File: src/rtl/frame_defs.sv
`default_nettype none
// ============================================================================
//  frame_defs
//  Shared Ethernet constants, station addresses and receiver state encodings.
//  Revision: 1.0
// ============================================================================
package frame_defs;

    localparam logic [15:0] ETH_TYPE_ARP  = 16'h0806;
    localparam logic [15:0] ETH_TYPE_IPV4 = 16'h0800;

    localparam logic [47:0] NF2C0_ADDR = 48'h004e46324300;
    localparam logic [47:0] NF2C1_ADDR = 48'h004e46324301;
    localparam logic [47:0] BCAST_ADDR = 48'hFFFF_FFFF_FFFF;

    typedef enum logic [2:0] {
        S_IDLE        = 3'd0,
        S_MAC_DST     = 3'd1,
        S_MAC_SRC     = 3'd2,
        S_ETH_TYPE    = 3'd3,
        S_PAYLOAD     = 3'd4,
        S_WAIT_STATUS = 3'd5,
        S_DROP        = 3'd6
    } rx_state_t;

    function automatic logic [13:0] sat_inc14(input logic [13:0] v);
        return (v == 14'h3FFF) ? v : v + 14'd1;
    endfunction

endpackage
`default_nettype wire

File: src/rtl/sat_counter16.sv
`default_nettype none
// ============================================================================
//  sat_counter16
//  16-bit increment-enable counter that sticks at all-ones.
//  Revision: 1.0
// ============================================================================
module sat_counter16 (
    input  logic        clk,
    input  logic        rst,
    input  logic        i_inc,
    output logic [15:0] o_count
);

    logic [15:0] r_count;

    always_ff @(posedge clk or posedge rst) begin
        if (rst) begin
            r_count <= 16'd0;
        end else if (i_inc && (r_count != 16'hFFFF)) begin
            r_count <= r_count + 16'd1;
        end
    end

    assign o_count = r_count;

endmodule
`default_nettype wire

File: src/rtl/frame_receiver.sv
`default_nettype none
// ============================================================================
//  frame_receiver
//  Parses MAC receive bytes, filters on address/EtherType, counts outcomes.
//  Revision: 1.0
// ============================================================================
module frame_receiver
    import frame_defs::*;
#(
    parameter logic [47:0] MY_ADDR      = NF2C0_ADDR,
    parameter bit          ACCEPT_BCAST = 1'b1,
    parameter logic [15:0] EXPECT_TYPE  = ETH_TYPE_ARP,
    parameter int          MAX_LEN      = 1518,
    parameter int          STATUS_TMO   = 16
) (
    input  logic        rx_clk,
    input  logic        reset,
    output logic        conf_rx_en,
    output logic        conf_rx_jumbo_en,
    output logic        conf_rx_no_chk_crc,
    input  logic [7:0]  mac_rx_data,
    input  logic        mac_rx_dvld,
    input  logic        mac_rx_goodframe,
    input  logic        mac_rx_badframe,
    output logic        frame_match,
    output logic [47:0] rx_src_addr,
    output logic [15:0] rx_eth_type,
    output logic [13:0] rx_len,
    output logic [15:0] good_count,
    output logic [15:0] bad_count
);

    rx_state_t   r_state, w_state;
    logic [13:0] r_cnt, w_cnt;
    logic [47:0] r_dst, w_dst;
    logic [47:0] r_src, w_src;
    logic [15:0] r_type, w_type;
    logic        r_reject, w_reject;
    logic [15:0] r_tmr, w_tmr;
    logic        r_armed;
    logic        r_conf_en;
    logic        r_match, w_match;
    logic        w_latch;
    logic        w_good_inc, w_bad_inc;
    logic [47:0] r_src_lat;
    logic [15:0] r_type_lat;
    logic [13:0] r_len_lat;

    logic [13:0] w_cnt_inc;
    logic        w_over;
    logic [47:0] w_dst_shift;
    logic        w_dst_hit;
    logic        w_tmo;
    logic        w_good_only;
    logic        w_any_strobe;

    assign w_cnt_inc    = sat_inc14(r_cnt);
    assign w_over       = int'(w_cnt_inc) > MAX_LEN;
    assign w_dst_shift  = {r_dst[39:0], mac_rx_data};
    assign w_dst_hit    = (w_dst_shift == MY_ADDR) ||
                          (ACCEPT_BCAST && (w_dst_shift == BCAST_ADDR));
    assign w_tmo        = int'(r_tmr) >= (STATUS_TMO - 1);
    assign w_good_only  = mac_rx_goodframe && !mac_rx_badframe;
    assign w_any_strobe = mac_rx_goodframe || mac_rx_badframe;

    always_comb begin
        w_state    = r_state;
        w_cnt      = r_cnt;
        w_dst      = r_dst;
        w_src      = r_src;
        w_type     = r_type;
        w_reject   = r_reject;
        w_tmr      = r_tmr;
        w_match    = 1'b0;
        w_latch    = 1'b0;
        w_good_inc = 1'b0;
        w_bad_inc  = 1'b0;

        case (r_state)
            S_IDLE: begin
                // r_armed blocks a frame already in flight when reset released
                if (mac_rx_dvld && r_armed) begin
                    w_dst    = {40'd0, mac_rx_data};
                    w_cnt    = 14'd1;
                    w_reject = 1'b0;
                    w_state  = S_MAC_DST;
                end
            end

            S_MAC_DST, S_MAC_SRC, S_ETH_TYPE: begin
                if (mac_rx_dvld) begin
                    w_cnt = w_cnt_inc;
                    if (r_state == S_MAC_DST)      w_dst  = w_dst_shift;
                    else if (r_state == S_MAC_SRC) w_src  = {r_src[39:0], mac_rx_data};
                    else                           w_type = {r_type[7:0], mac_rx_data};

                    if (w_over) begin
                        w_tmr   = 16'd0;
                        w_state = S_DROP;
                    end else if ((r_state == S_MAC_DST) && (r_cnt == 14'd5)) begin
                        w_tmr   = 16'd0;
                        w_state = w_dst_hit ? S_MAC_SRC : S_DROP;
                    end else if ((r_state == S_MAC_SRC) && (r_cnt == 14'd11)) begin
                        w_state = S_ETH_TYPE;
                    end else if ((r_state == S_ETH_TYPE) && (r_cnt == 14'd13)) begin
                        w_state = S_PAYLOAD;
                    end
                end else begin
                    w_reject = 1'b1;
                    w_tmr    = 16'd0;
                    w_state  = S_WAIT_STATUS;
                end
            end

            S_PAYLOAD: begin
                if (mac_rx_dvld) begin
                    w_cnt = w_cnt_inc;
                    if (w_over) begin
                        w_tmr   = 16'd0;
                        w_state = S_DROP;
                    end
                end else begin
                    w_tmr   = 16'd0;
                    w_state = S_WAIT_STATUS;
                end
            end

            S_WAIT_STATUS: begin
                if (mac_rx_dvld) begin
                    w_bad_inc = 1'b1;
                    w_dst     = {40'd0, mac_rx_data};
                    w_cnt     = 14'd1;
                    w_reject  = 1'b0;
                    w_state   = S_MAC_DST;
                end else if (w_good_only && !r_reject && (r_type == EXPECT_TYPE)) begin
                    w_match    = 1'b1;
                    w_latch    = 1'b1;
                    w_good_inc = 1'b1;
                    w_state    = S_IDLE;
                end else if (w_any_strobe || w_tmo) begin
                    w_bad_inc = 1'b1;
                    w_state   = S_IDLE;
                end else begin
                    w_tmr = r_tmr + 16'd1;
                end
            end

            S_DROP: begin
                if (mac_rx_dvld) begin
                    w_cnt = w_cnt_inc;
                    w_tmr = 16'd0;
                end else if (w_any_strobe || w_tmo) begin
                    w_bad_inc = 1'b1;
                    w_state   = S_IDLE;
                end else begin
                    w_tmr = r_tmr + 16'd1;
                end
            end

            default: begin
                w_state = S_IDLE;
            end
        endcase
    end

    always_ff @(posedge rx_clk or posedge reset) begin
        if (reset) begin
            r_state    <= S_IDLE;
            r_cnt      <= 14'd0;
            r_dst      <= 48'd0;
            r_src      <= 48'd0;
            r_type     <= 16'd0;
            r_reject   <= 1'b0;
            r_tmr      <= 16'd0;
            r_armed    <= 1'b0;
            r_conf_en  <= 1'b0;
            r_match    <= 1'b0;
            r_src_lat  <= 48'd0;
            r_type_lat <= 16'd0;
            r_len_lat  <= 14'd0;
        end else begin
            r_state   <= w_state;
            r_cnt     <= w_cnt;
            r_dst     <= w_dst;
            r_src     <= w_src;
            r_type    <= w_type;
            r_reject  <= w_reject;
            r_tmr     <= w_tmr;
            r_conf_en <= 1'b1;
            r_match   <= w_match;
            if (!mac_rx_dvld) begin
                r_armed <= 1'b1;
            end
            if (w_latch) begin
                r_src_lat  <= r_src;
                r_type_lat <= r_type;
                r_len_lat  <= r_cnt;
            end
        end
    end

    sat_counter16 u_good_cnt (
        .clk     (rx_clk),
        .rst     (reset),
        .i_inc   (w_good_inc),
        .o_count (good_count)
    );

    sat_counter16 u_bad_cnt (
        .clk     (rx_clk),
        .rst     (reset),
        .i_inc   (w_bad_inc),
        .o_count (bad_count)
    );

    assign conf_rx_en         = r_conf_en;
    assign conf_rx_jumbo_en   = 1'b0;
    assign conf_rx_no_chk_crc = 1'b0;
    assign frame_match        = r_match;
    assign rx_src_addr        = r_src_lat;
    assign rx_eth_type        = r_type_lat;
    assign rx_len             = r_len_lat;

endmodule
`default_nettype wire

File: config.mk
export PLATFORM = sky130hd
export DESIGN_NAME = frame_receiver
export DESIGN_NICKNAME = d
export VERILOG_FILES = /design/src/rtl/frame_defs.sv /design/src/rtl/sat_counter16.sv /design/src/rtl/frame_receiver.sv
export SDC_FILE = /design/constraint.sdc
export NUM_CORES = 1
export LEC_CHECK = 0
export BUFFER_PORTS_ARGS = -buffer_cell sky130_fd_sc_hd__buf_4
export CAP_MARGIN = 10
export CORE_UTILIZATION = 35
export DETAILED_ROUTE_END_ITERATION = 10
export GPL_ROUTABILITY_DRIVEN = 0
export PLACE_DENSITY = 0.56
export SYNTH_ARGS = -nofsm -noshare
export SYNTH_HDL_FRONTEND = slang
export SYNTH_SLANG_ARGS = --single-unit
File: constraint.sdc
create_clock -name rx_clk -period 20.8 [get_ports rx_clk]
set_input_delay 1.04 -clock rx_clk [delete_from_list [all_inputs] [get_ports rx_clk]]
set_output_delay 1.04 -clock rx_clk [all_outputs]
set_load 0.05 [all_outputs]
==> summary by stage <==
Yosys
The count of mapped cells out of synthesis is 1,064. The synthesized design contains 251 register bits. In this run, synthesis inferred 0 flip-flops with an integrated enable.

The count of synthesis-stage warnings from yosys is 0. The unique cell type count in the Yosys netlist is 69. The area of the mapped netlist is 10,880 sq um. The share of synthesized area occupied by flip-flops and latches is 0.5775. Counting flops with an async set or reset pin after synthesis yields a share of 1.000. The dominant register cell in the synthesized netlist is sky130_fd_sc_hd__dfrtp_1.

The post-synthesis average cell area is 10.22 sq um.

GRT
The number of antenna violations at the first check in global routing was 0. Entering global routing, the biggest net connects 119 pins. The via count of the first global-routing pass is 7,594. The wire length of the first global-routing pass is 40.61 mm. The overall routing resource usage is 0.1580. After global routing the overflow that remains totals 0.

Floorplan
127 I/O pins were placed. For this configuration, the core starts out at a cell density of 0.3555. The core region area is 30,590 sq um.

Measured along the y axis, the die boundary spans 178.3 um. The die extent in x is 178.3 um. The die footprint is 31,780 sq um. The floorplan has 64 rows.

Cells and area
The layout-stage area growth over the synthesis result is 20.46%. The number of filler cells placed in the layout is 2,991. The area of the multi-input gates is 4339 sq um. The number of non-filler instances in the completed layout is 1,587. The finished cells cover 13,100 sq um. The number of nets in the finished design is 1,187. Summing all flip-flop and latch instances after layout gives 6281 sq um. The repair_antennas step left the layout with diodes totalling 0. For this run, the share of the core covered by cells in the final layout is 0.4283. Of the cells placed in the final design, the portion with a size suffix greater than 1 is 0.2259.

Power
The total power is 0.001366 W. The share of total power dissipated in sequential elements is 0.451. The fraction of power consumed by combinational cells is 0.182.

For this design the ratio of total power to cell area is 104.3 nW/um^2. The internal power of the cells totals 0.0009442 W. Of the total power, the share spent switching nets is 0.3088. The clock power share is 0.367. VDD sags by at most 0.1060 mV. The analysis attributes to net switching a power of 0.0004219 W.

The leakage power figure is 6.414 nW.

Clocking
The longest clock path from root to sink contains 3 buffers. After clock tree synthesis, the clock-pin slew on the worst setup and hold paths is 0.06 ns. Post-CTS timing repair inserted 0 buffers for setup.

The CTS root buffer is sky130_fd_sc_hd__clkbuf_16. The post-cts hold buffer count is 0. The clock insertion delay at the later pin of the skew report is 0.53 ns. In this run the number of H-tree levels came out at 1. The TritonCTS clock tree is done. The post-cts sizing count is 0. The clock buffer count from CTS is 29. The clock sink count is 251.

Timing
The worst clock skew is 0.01192 ns. The worst max-slew margin expressed relative to the limit is 0.2353. The max-slew violation count came to 0. The highest clock rate is 0.2941 GHz. The final number of setup-violating endpoints is 0. The setup TNS is 0 ns.

The transition time at the pin with the least slew margin is 1.145 ns. The hold violation total from the final report came to 0. The part of the cycle the worst path needs is 0.1635. Setup repair after global routing left no endpoint under its margin. The minimum clock period is 3.400 ns.

Worst setup path
The data arrival at the endpoint of the critical path is 3.82 ns. The worst setup path is of the flip-flop to flip-flop kind. For the worst setup path, the data required time is 21.21 ns. The endpoint class of the critical path is a flip-flop. The critical path startpoint category is a flip-flop.

In this run the worst path has a maximum fanout of 16. For flop-to-flop paths, the worst setup slack is 17.40 ns.

Drt
The routed design has 24.64 mm of wire. The mean number of vias per cell is 4.996. The total number of vias is 7,928. For this block, the initial DRC count from the detailed router was 508. For this run, the detailed router's first-pass iteration total came to 4. The detail route stage leaves a number of antenna-violating nets equal to 0. For this run, design rule violations remaining after detail routing come to 0. After detailed routing, the average wire length per cell comes to 15.52 um.

Run status
The run finished with clean final reports.

Run
Max-cap violations in this run came to 0.

Worst hold path
The min-delay analysis places its worst path in the category flip-flop to flip-flop.

Placed design
The number of cells in the design after placement is 1,534. Input and output buffers added on the ports amount to 124. Once detailed placement completed, the half-perimeter wirelength came to 15.80 mm. In this run the cell area measured after placement is 12,150 sq um.
==> final timing paths <==
path | start | endpoint | depth (start not counted)
max | r_cnt[0]$_DFFE_PP0P_ | r_tmr[5]$_DFFE_PP0P_ | 9
min | r_src[40]$_DFFE_PP0P_ | rx_src_addr[40]$_DFFE_PP0P_ | 2
max reg2reg | r_cnt[0]$_DFFE_PP0P_ | r_tmr[5]$_DFFE_PP0P_ | 9
min reg2reg | r_src[40]$_DFFE_PP0P_ | rx_src_addr[40]$_DFFE_PP0P_ | 2
max in group asynchronous | reset | rx_src_addr[42]$_DFFE_PP0P_ | 3
min in group asynchronous | reset | u_good_cnt.o_count[6]$_DFFE_PP0P_ | 2
==> per-stage QoR <==
stage	hold WS, ns	setup WS (ns)
5_1_grt	0.4919	17.21
6_report	0.4649	17.40
3_3_place_gp	0.4522	17.21
3_5_place_dp	0.4535	17.15
2_1_floorplan	0.4424	12.86
4_1_cts	0.4714	17.44
==> per-layer routing <==
metal / GRT usage / share of wire / vias to the layer above / routed length [um]
li1: - / - / 3879 / -
met1: 0.2348 / 0.50 / 3843 / 12240
met2: 0.2429 / 0.44 / 172 / 10760
met3: 0.02153 / 0.048 / 34 / 1179
met4: 0.03672 / 0.019 / 0 / 460
met5: 0 / 0 / - / 0
==> placed cells by master, fill, tap and decap left out, types with 19 or more instances in the layout <==
master	n
sky130_fd_sc_hd__and3_1	19
sky130_fd_sc_hd__buf_4	130
sky130_fd_sc_hd__clkbuf_16	29
sky130_fd_sc_hd__dfrtp_1	251
sky130_fd_sc_hd__mux2_2	74
sky130_fd_sc_hd__nand2_1	306
sky130_fd_sc_hd__nand3_1	22
sky130_fd_sc_hd__nand4_1	26
sky130_fd_sc_hd__nor2_1	28
sky130_fd_sc_hd__nor3_1	19
sky130_fd_sc_hd__nor4_1	26
sky130_fd_sc_hd__o21ai_0	52
==> registers in the layout, indices dropped and copies added (netlist names) <==
signal              cells
conf_rx_en              1
r_src                  48
r_dst                  40
r_armed                 1
r_cnt                  14
frame_match             1
r_state                 3
u_bad_cnt.o_count      16
r_tmr                  16
u_good_cnt.o_count     16
r_type                 16
r_reject                1
rx_eth_type            16
rx_len                 14
rx_src_addr            48
==> critical path: stages, from the launching register on <==
cell                       delay [ns]
sky130_fd_sc_hd__dfrtp_1         0.53
sky130_fd_sc_hd__ha_1            0.54
sky130_fd_sc_hd__and4_1          0.42
sky130_fd_sc_hd__nand2_2         0.12
sky130_fd_sc_hd__nor3_1          0.25
sky130_fd_sc_hd__nor4b_1         0.09
sky130_fd_sc_hd__o211ai_1        0.41
sky130_fd_sc_hd__a21oi_1         0.17
sky130_fd_sc_hd__a2111o_1        0.53
sky130_fd_sc_hd__and3_1          0.23
==> cell families after synthesis <==
| logic type | count (synthesis) | synth area share |
|---|---|---|
| AO/OA/AOI/OAI | 125 | 0.07306 |
| XOR/XNOR | 29 | 0.02335 |
| adder cells (fa/ha/maj) | 6 | 0.006673 |
| buffers and inverters | 71 | 0.02669 |
| flip-flops | 251 | 0.5775 |
| multiplexers | 77 | 0.07950 |
| other | 2 | 0.0006905 |
| AND/OR/NAND/NOR | 503 | 0.2125 |
==> cells in the mapped netlist, types with 3 or more instances <==
| master | n | area [sq um] |
|---|---|---|
| sky130_fd_sc_hd__buf_1 | 3 | 11.26 |
| sky130_fd_sc_hd__xor2_1 | 16 | 140.1 |
| sky130_fd_sc_hd__dfrtp_1 | 251 | 6281 |
| sky130_fd_sc_hd__clkbuf_1 | 41 | 153.9 |
| sky130_fd_sc_hd__nand2b_1 | 8 | 50.05 |
| sky130_fd_sc_hd__mux2_2 | 74 | 833.3 |
| sky130_fd_sc_hd__nor4_1 | 27 | 168.9 |
| sky130_fd_sc_hd__nand3b_1 | 3 | 22.52 |
| sky130_fd_sc_hd__a31oi_1 | 14 | 87.58 |
| sky130_fd_sc_hd__buf_2 | 10 | 50.05 |
| sky130_fd_sc_hd__or3_1 | 3 | 18.77 |
| sky130_fd_sc_hd__a21oi_1 | 18 | 90.09 |
| sky130_fd_sc_hd__nor2_1 | 29 | 108.9 |
| sky130_fd_sc_hd__and2_1 | 18 | 112.6 |
| sky130_fd_sc_hd__nand3_1 | 22 | 110.1 |
| sky130_fd_sc_hd__ha_1 | 5 | 62.56 |
| sky130_fd_sc_hd__nor3_1 | 20 | 100.1 |
| sky130_fd_sc_hd__a41oi_1 | 3 | 26.28 |
| sky130_fd_sc_hd__a31o_2 | 3 | 26.28 |
| sky130_fd_sc_hd__nand4_1 | 26 | 162.7 |
| sky130_fd_sc_hd__o31ai_1 | 4 | 30.03 |
| sky130_fd_sc_hd__xnor2_1 | 13 | 113.9 |
| sky130_fd_sc_hd__o21ai_0 | 52 | 260.3 |
| sky130_fd_sc_hd__buf_4 | 3 | 22.52 |
| sky130_fd_sc_hd__and3_1 | 19 | 118.9 |
| sky130_fd_sc_hd__nand2_1 | 306 | 1149 |
| sky130_fd_sc_hd__inv_1 | 13 | 48.80 |
| sky130_fd_sc_hd__a21boi_0 | 4 | 30.03 |
==> cell type report <==
cell class | instances | area share
clock buffers | 42 | 0.06371
clock inverters | 11 | 0.008691
inverters | 14 | 0.004585
multi-input cells | 743 | 0.3312
flip-flops and latches | 251 | 0.4795
well taps | 396 | 0.03782
repair buffers | 130 | 0.07450
==> power by group through the flow <==
stage          Clock, W  Combinational (W)  Sequential (W)
2_1_floorplan         0           0.000189        0.000614
3_3_place_gp          0           0.000249        0.000623
3_5_place_dp          0           0.000251        0.000624
4_1_cts        0.000517           0.000251        0.000616
5_1_grt        0.000534           0.000280        0.000628
6_report       0.000502           0.000249        0.000616
Note: power is estimated with default switching activity, not from simulation.
